## src/rtl/pid_cfg_loader.sv

```systemverilog
// ============================================================================
// pid_cfg_loader : parses SYNC/ADDR/DATA/CSUM byte frames into PID register writes
// Rev 1.0
// ============================================================================
`default_nettype none

module pid_cfg_loader #(
  parameter int unsigned D_WIDTH     = 16,
  parameter int unsigned NUM_REGS    = 4,
  parameter logic [7:0]  SYNC_BYTE   = 8'hA5,
  parameter int unsigned TIMEOUT_CYC = 1000
) (
  input  logic               clock,
  input  logic               reset,
  input  logic [7:0]         in_data,
  input  logic               in_valid,
  output logic               in_ready,
  output logic               write_enable,
  output logic [D_WIDTH-1:0] reg_addr,
  output logic [D_WIDTH-1:0] reg_data,
  output logic [7:0]         wr_count,
  output logic               err_pulse,
  output logic [1:0]         err_code
);

  localparam int unsigned DB    = D_WIDTH / 8;
  localparam int unsigned IDX_W = (DB > 1) ? $clog2(DB) : 1;
  localparam logic [IDX_W-1:0] IDX_LAST = IDX_W'(DB - 1);
  localparam logic [15:0]      TMO_LAST = 16'(TIMEOUT_CYC - 1);

  localparam logic [1:0] ERR_CSUM = 2'd1;
  localparam logic [1:0] ERR_ADDR = 2'd2;
  localparam logic [1:0] ERR_TMO  = 2'd3;

  typedef enum logic [2:0] {
    HUNT  = 3'd0,
    ADDR  = 3'd1,
    DATA  = 3'd2,
    CSUM  = 3'd3,
    WRITE = 3'd4
  } state_t;

  state_t             state_q, state_d;
  logic [IDX_W-1:0]   idx_q, idx_d;
  logic [7:0]         addr_q, addr_d;
  logic [D_WIDTH-1:0] shadow_q, shadow_d;
  logic [7:0]         csum_q, csum_d;
  logic [15:0]        tmo_q, tmo_d;
  logic               in_ready_q, in_ready_d;
  logic               we_n_q, we_n_d;
  logic [D_WIDTH-1:0] reg_addr_q, reg_addr_d;
  logic [D_WIDTH-1:0] reg_data_q, reg_data_d;
  logic [7:0]         wr_count_q, wr_count_d;
  logic               err_pulse_q, err_pulse_d;
  logic [1:0]         err_code_q, err_code_d;
  logic               xfer;

  assign xfer = in_valid & in_ready_q;

  always_comb begin
    state_d     = state_q;
    idx_d       = idx_q;
    addr_d      = addr_q;
    shadow_d    = shadow_q;
    csum_d      = csum_q;
    tmo_d       = tmo_q;
    we_n_d      = 1'b1;
    reg_addr_d  = reg_addr_q;
    reg_data_d  = reg_data_q;
    wr_count_d  = wr_count_q;
    err_pulse_d = 1'b0;
    err_code_d  = err_code_q;

    case (state_q)
      HUNT: begin
        tmo_d = '0;
        if (xfer && in_data == SYNC_BYTE) state_d = ADDR;
      end
      ADDR, DATA, CSUM: begin
        if (xfer) begin
          tmo_d = '0;
          case (state_q)
            ADDR: begin
              addr_d  = in_data;
              csum_d  = in_data;
              idx_d   = '0;
              state_d = DATA;
            end
            DATA: begin
              shadow_d = (shadow_q << 8) | D_WIDTH'(in_data);
              csum_d   = csum_q ^ in_data;
              if (idx_q == IDX_LAST) state_d = CSUM;
              else                   idx_d   = idx_q + 1'b1;
            end
            default: begin
              // Checksum is judged before the address range.
              if (in_data != csum_q) begin
                err_pulse_d = 1'b1;
                err_code_d  = ERR_CSUM;
                state_d     = HUNT;
              end else if ({24'd0, addr_q} >= NUM_REGS) begin
                err_pulse_d = 1'b1;
                err_code_d  = ERR_ADDR;
                state_d     = HUNT;
              end else begin
                we_n_d      = 1'b0;
                reg_addr_d  = D_WIDTH'(addr_q);
                reg_data_d  = shadow_q;
                wr_count_d  = wr_count_q + 8'd1;
                state_d     = WRITE;
              end
            end
          endcase
        end else if (tmo_q == TMO_LAST) begin
          tmo_d       = '0;
          err_pulse_d = 1'b1;
          err_code_d  = ERR_TMO;
          state_d     = HUNT;
        end else begin
          tmo_d = tmo_q + 16'd1;
        end
      end
      default: begin
        tmo_d   = '0;
        state_d = HUNT;
      end
    endcase

    // The write cycle is the only non-reset cycle that refuses bytes.
    in_ready_d = (state_d != WRITE);
  end

  always_ff @(posedge clock or posedge reset) begin
    if (reset) begin
      state_q     <= HUNT;
      idx_q       <= '0;
      addr_q      <= '0;
      shadow_q    <= '0;
      csum_q      <= '0;
      tmo_q       <= '0;
      in_ready_q  <= 1'b0;
      we_n_q      <= 1'b1;
      reg_addr_q  <= '0;
      reg_data_q  <= '0;
      wr_count_q  <= '0;
      err_pulse_q <= 1'b0;
      err_code_q  <= '0;
    end else begin
      state_q     <= state_d;
      idx_q       <= idx_d;
      addr_q      <= addr_d;
      shadow_q    <= shadow_d;
      csum_q      <= csum_d;
      tmo_q       <= tmo_d;
      in_ready_q  <= in_ready_d;
      we_n_q      <= we_n_d;
      reg_addr_q  <= reg_addr_d;
      reg_data_q  <= reg_data_d;
      wr_count_q  <= wr_count_d;
      err_pulse_q <= err_pulse_d;
      err_code_q  <= err_code_d;
    end
  end

  assign in_ready     = in_ready_q;
  assign write_enable = we_n_q;
  assign reg_addr     = reg_addr_q;
  assign reg_data     = reg_data_q;
  assign wr_count     = wr_count_q;
  assign err_pulse    = err_pulse_q;
  assign err_code     = err_code_q;

endmodule

`default_nettype wire
```

## config.mk

```make
export PLATFORM = sky130hd
export DESIGN_NAME = pid_cfg_loader
export DESIGN_NICKNAME = d
export VERILOG_FILES = /design/src/rtl/pid_cfg_loader.sv
export SDC_FILE = /design/constraint.sdc
export NUM_CORES = 1
export LEC_CHECK = 0
export BUFFER_PORTS_ARGS = -buffer_cell sky130_fd_sc_hd__buf_2
export CORE_ASPECT_RATIO = 1.25
export CORE_UTILIZATION = 59
export CTS_CLUSTER_SIZE = 40
export DETAILED_ROUTE_END_ITERATION = 8
export PLACE_DENSITY = 0.9
export SLEW_MARGIN = 0
export SYNTH_ARGS = -nofsm -noshare
export SYNTH_HDL_FRONTEND = slang
export SYNTH_SLANG_ARGS = --single-unit
```

## constraint.sdc

```tcl
create_clock -name clock -period 6 [get_ports clock]
set_input_delay 0.3 -clock clock [delete_from_list [all_inputs] [get_ports clock]]
set_output_delay 0.3 -clock clock [all_outputs]
set_load 0.01 [all_outputs]
```

== After elaboration in Yosys (flattened, before gate mapping) ==
Cells that the tools add are included.

* Flip-flop bits (word level): 89

* $add $sub $neg: 3
* Magnitude comparators: 1
* Eq/ne operators: 9
* Multiplexer cells: 28
* Bitwise logic cells: 6
* Reductions and logical operators: 11

{| class="wikitable"
|+ Operators by type and width
! cell !! count
|-
| $mux 16 || 3
|-
| $mux 3 || 6
|-
| $add 16x1->16 const B || 1
|-
| $eq 16x10->1 const B || 1
|-
| $or 16x8->16 || 1
|-
| $pmux 8 s2 || 1
|-
| $pmux 3 s2 || 2
|-
| $mux 1 || 10
|-
| $mux 2 || 5
|-
| $reduce_and 3->1 || 3
|-
| $add 8x1->8 const B || 1
|-
| $eq 8x8->1 const B || 1
|-
| $ge 8x3->1 const B || 1
|-
| $ne 8x8->1 || 1
|-
| $xor 8x8->8 || 1
|-
| $eq 3x2->1 const B || 2
|-
| $reduce_and 5->1 || 1
|-
| $reduce_and 4->1 || 1
|-
| $reduce_bool 2->1 || 2
|-
| $eq 3x1->1 const B || 1
|-
| $logic_not 3->1 || 1
|-
| $ne 3x1->1 const B || 1
|-
| $ne 3x3->1 const B || 1
|-
| $not 1->1 || 3
|-
| 7 further kinds || 7
|}

== Logic depth before layout (Yosys ltp) ==
* Word-level depth: 7
* Mapped depth: 8
* Depth with buffers taken out: 6

== Worst setup path after synthesis ==
OpenSTA, ideal clock, no wires.

* Kind: register to register
* Start: register csum_q[4]
* End: register reg_data_q[10] (netlist: reg_data[10])
* Library setup time: 125 ps
* Data arrival time: 1608 ps
* Required time: 5875 ps
* Setup slack: 4267 ps
* Cell stages (with the launch flop): 7
* Path buffers: 1
* Clock period less this slack: 1733 ps
* Cell sequence: dfrtp_1 > xor2_1 > nor4_4 > nand4_2 > clkinv_2 > buf_6 > mux2_2

* Word-level cells in the longest chain between the ends: 3

{| class="wikitable"
|+ Ends and longest elaborated chain
! item !! line !! RTL
|-
| start: declaration || 47 || <nowiki>logic [7:0] csum_q, csum_d;</nowiki>
|-
| start signal: assignment || 153 || <nowiki>csum_q <= csum_d;</nowiki>
|-
| $ne 8x8->1 || 97 || <nowiki>if (in_data != csum_q) begin</nowiki>
|-
| $not 1->1 (no line) || -- ||
|-
| $reduce_and 5->1 (no line) || -- ||
|-
| end signal: assignment || 158 || <nowiki>reg_data_q <= reg_data_d;</nowiki>
|-
| end: declaration || 52 || <nowiki>logic [D_WIDTH-1:0] reg_data_q, reg_data_d;</nowiki>
|}

Every way passes these cells.
A chain may end at the register's enable or synchronous reset.

== Worst setup path after layout ==
* Start: register csum_q[4]
* End: register reg_data_q[13] (netlist: reg_data[13])

Same word-level chain as after synthesis.

==> results.ini <==
[status]
outcome = finished clean

[cts]
cts_made_buffers = 9
cts_tree = built
root_buffer = clkbuf_8
ctsLongestPathBuffers = 2
htree_levels = 3
cts_hold_buf = 0
clk_pin_slew_ps = 90
insertion_delay_ps = 370
clock_sinks = 89
cts.repair.resized = 0
post_cts_buffers = 0

[logic_synthesis]
synth_compound_area_frac = 0.0490
ys_seq_elements = 89
async_flop_share = 1.00
ys.flop_type = dfrtp_1
synth_area_per_cell_um2 = 12.2
ys_seq_area_frac = 0.578
synth_area_um2 = 3850
synth_edf_count = 0
synth_top_family_by_area = simple AND/OR/NAND/NOR gates
yosysWarnings = 0
yosys.area_share.simple = 0.138
synth_cell_types = 42
synth-xor-area-share = 0.0659
synth_cells = 317
synthAdderAreaFrac = 0.00649
muxShareOfSynthArea = 0.127

[floorplanning]
start_util = 0.617
core_um2 = 6250
fp.dieH_um = 92.4
pin_count = 56
die-area_um2 = 6860
fp.dieW_um = 74.3
fp-row-count = 32

[detailed_routing]
wl_um = 7290
drc = 0
routedWlPerCell_um = 15.9
vias = 2525
drt-initial-drc-count = 105
viasPerCell = 5.53
drt_first_pass_iters = 6
ant_nets = 0

[timing]
fin_skew_ps = 8.57
finalSetupTns_ps = 0
relSlewSlack = 0.253
finalHoldViolations = 0
finalSetupViolations = 0
max_freq_mhz = 416
worst_slew_pin_slew_ps = 1110
finalCritPeriodShare = 0.401
layout_min_cycle_time_ps = 2400
rsz0062_at_grt = no
maxSlewViolCount = 0

[placement]
dp_cells = 441
dpl.hpwl_um = 5040
portBuffers = 47
gpl.final_weighted_congestion = 0.773

[worst_setup_path]
crit_path_end_kind = register
start_kind = register
path_class = reg2reg
cp.required_ps = 6260
cp_max_fo = 13
arrival_ps = 2660
regToRegSetupSlack_ps = 3600

[cells_and_area]
area_growth_syn_to_layout_pct = 11.9
fin_nets = 380
fin_cells = 457
drive_above_1_share = 0.317
diodes = 0

[global_routing]
grt_first_pass_wirelength_um = 12200
grt.overflow.total = 0
grt_util_all_layers = 0.240
antenna_found_initial = 0
grt_max_degree = 90
grt_pass1_vias = 2586

[hold_path]
hold_class = in2async

[power]
p_per_area_nw_per_um2 = 261
ir_drop_v = 0.000204
leakagePower_nw = 2.19

[run]
maxCapViolCount = 0

==> logic make-up after synthesis <==
kind of cell / after synthesis
adder cells (fa/ha/maj): 2
other: 1
flip-flops: 89
AND/OR/NAND/NOR: 95
AO/OA/AOI/OAI: 35
buffers and inverters: 23
multiplexers: 43
XOR/XNOR: 29
==> flip-flops by register name (all words and copies together) (netlist names) <==
name,count
err_code,2
tmo_q,16
state_q,3
err_pulse,1
shadow_q,16
addr_q,8
csum_q,8
reg_addr,8
reg_data,16
write_enable,1
idx_q,1
wr_count,8
in_ready,1
==> cell usage in the layout, fill, tap and decap left out, types with 9 or more instances in the layout <==
master / count
mux2_2: 42
o21ai_0: 12
xnor2_1: 10
nand2_1: 13
xor2_1: 19
clkbuf_8: 9
dfrtp_1: 88
and2_1: 9
nor2_1: 24
buf_2: 47
a21oi_1: 18
nand3_1: 18
==> report_power, final <==
group	total [mW]	internal [mW]	leakage (nW)	switching, mW
clock network	0.389	0.160	0.0980	0.230
registers	0.652	0.627	1.23	0.0249
logic	0.0864	0.0340	0.867	0.0523
total	1.13	0.821	2.19	0.307
==> worst paths after layout <==
kind / from / end / cells past startpoint
setup / recovery: csum_q[4] / reg_data[13] / 6
hold / removal: reset / reg_data[10] / 3
setup reg to reg: csum_q[4] / reg_data[13] / 6
hold reg to reg: wr_count[7] / wr_count[7] / 1
max in group asynchronous: reset / addr_q[7] / 3
min in group clock: in_data[4] / addr_q[4] / 2
==> layout make-up <==
cell class | count | area [um2]
Tap cell | 85 | 106
Multi-Input combinational cell | 212 | 1520
Clock inverter | 7 | 62.6
Fill cell | 465 | 1930
Sequential cell | 89 | 2230
Clock buffer | 9 | 124
Inverter | 6 | 25.0
Timing Repair Buffer | 49 | 250
==> synth_stat cells (2+ instances only) <==
master	instances	area share
a21oi_1	18	0.023
and2_1	9	0.015
and3_1	4	0.0065
and4_1	2	0.0045
buf_2	4	0.0052
buf_4	9	0.018
clkbuf_1	2	0.0019
dfrtp_1	88	0.57
ha_1	2	0.0065
inv_1	5	0.0049
mux2_2	42	0.12
nand2_1	13	0.013
nand3_1	18	0.023
nand4_1	7	0.011
nor2_1	24	0.023
nor3_1	3	0.0039
nor4_1	3	0.0049
nor4_4	2	0.011
o21ai_0	12	0.016
xnor2_1	10	0.023
xor2_1	19	0.043
==> stage by stage <==
step                total power, mW  hold slack [ps]   util  worst slack (ps)  instance area, um2
floorplan                     0.725              433      -              3390                3880
global placement              0.744              445  0.661              3640                4130
detailed placement            0.750              454  0.661              3560                4130
CTS                            1.14              259  0.691              3590                4310
global route                   1.17              278  0.691              3370                4310
finish                         1.13              260  0.691              3600                4310
==> worst max-delay path, stage by stage, from the launching register on <==
cell and delay (ps):
dfrtp_1 420, xor2_1 200, nor4_4 330, nand4_2 460, buf_4 350, clkinv_2 180
mux2_2 360
==> layer usage <==
layer  wire length [um]  GRT usage  part of all wire
met2               3930      0.417              0.54
met1               2950      0.282              0.40
met4                158      0.115             0.022
met5                  0          0                 0
met3                247     0.0403             0.034
Note: power is estimated with default switching activity, not from simulation.
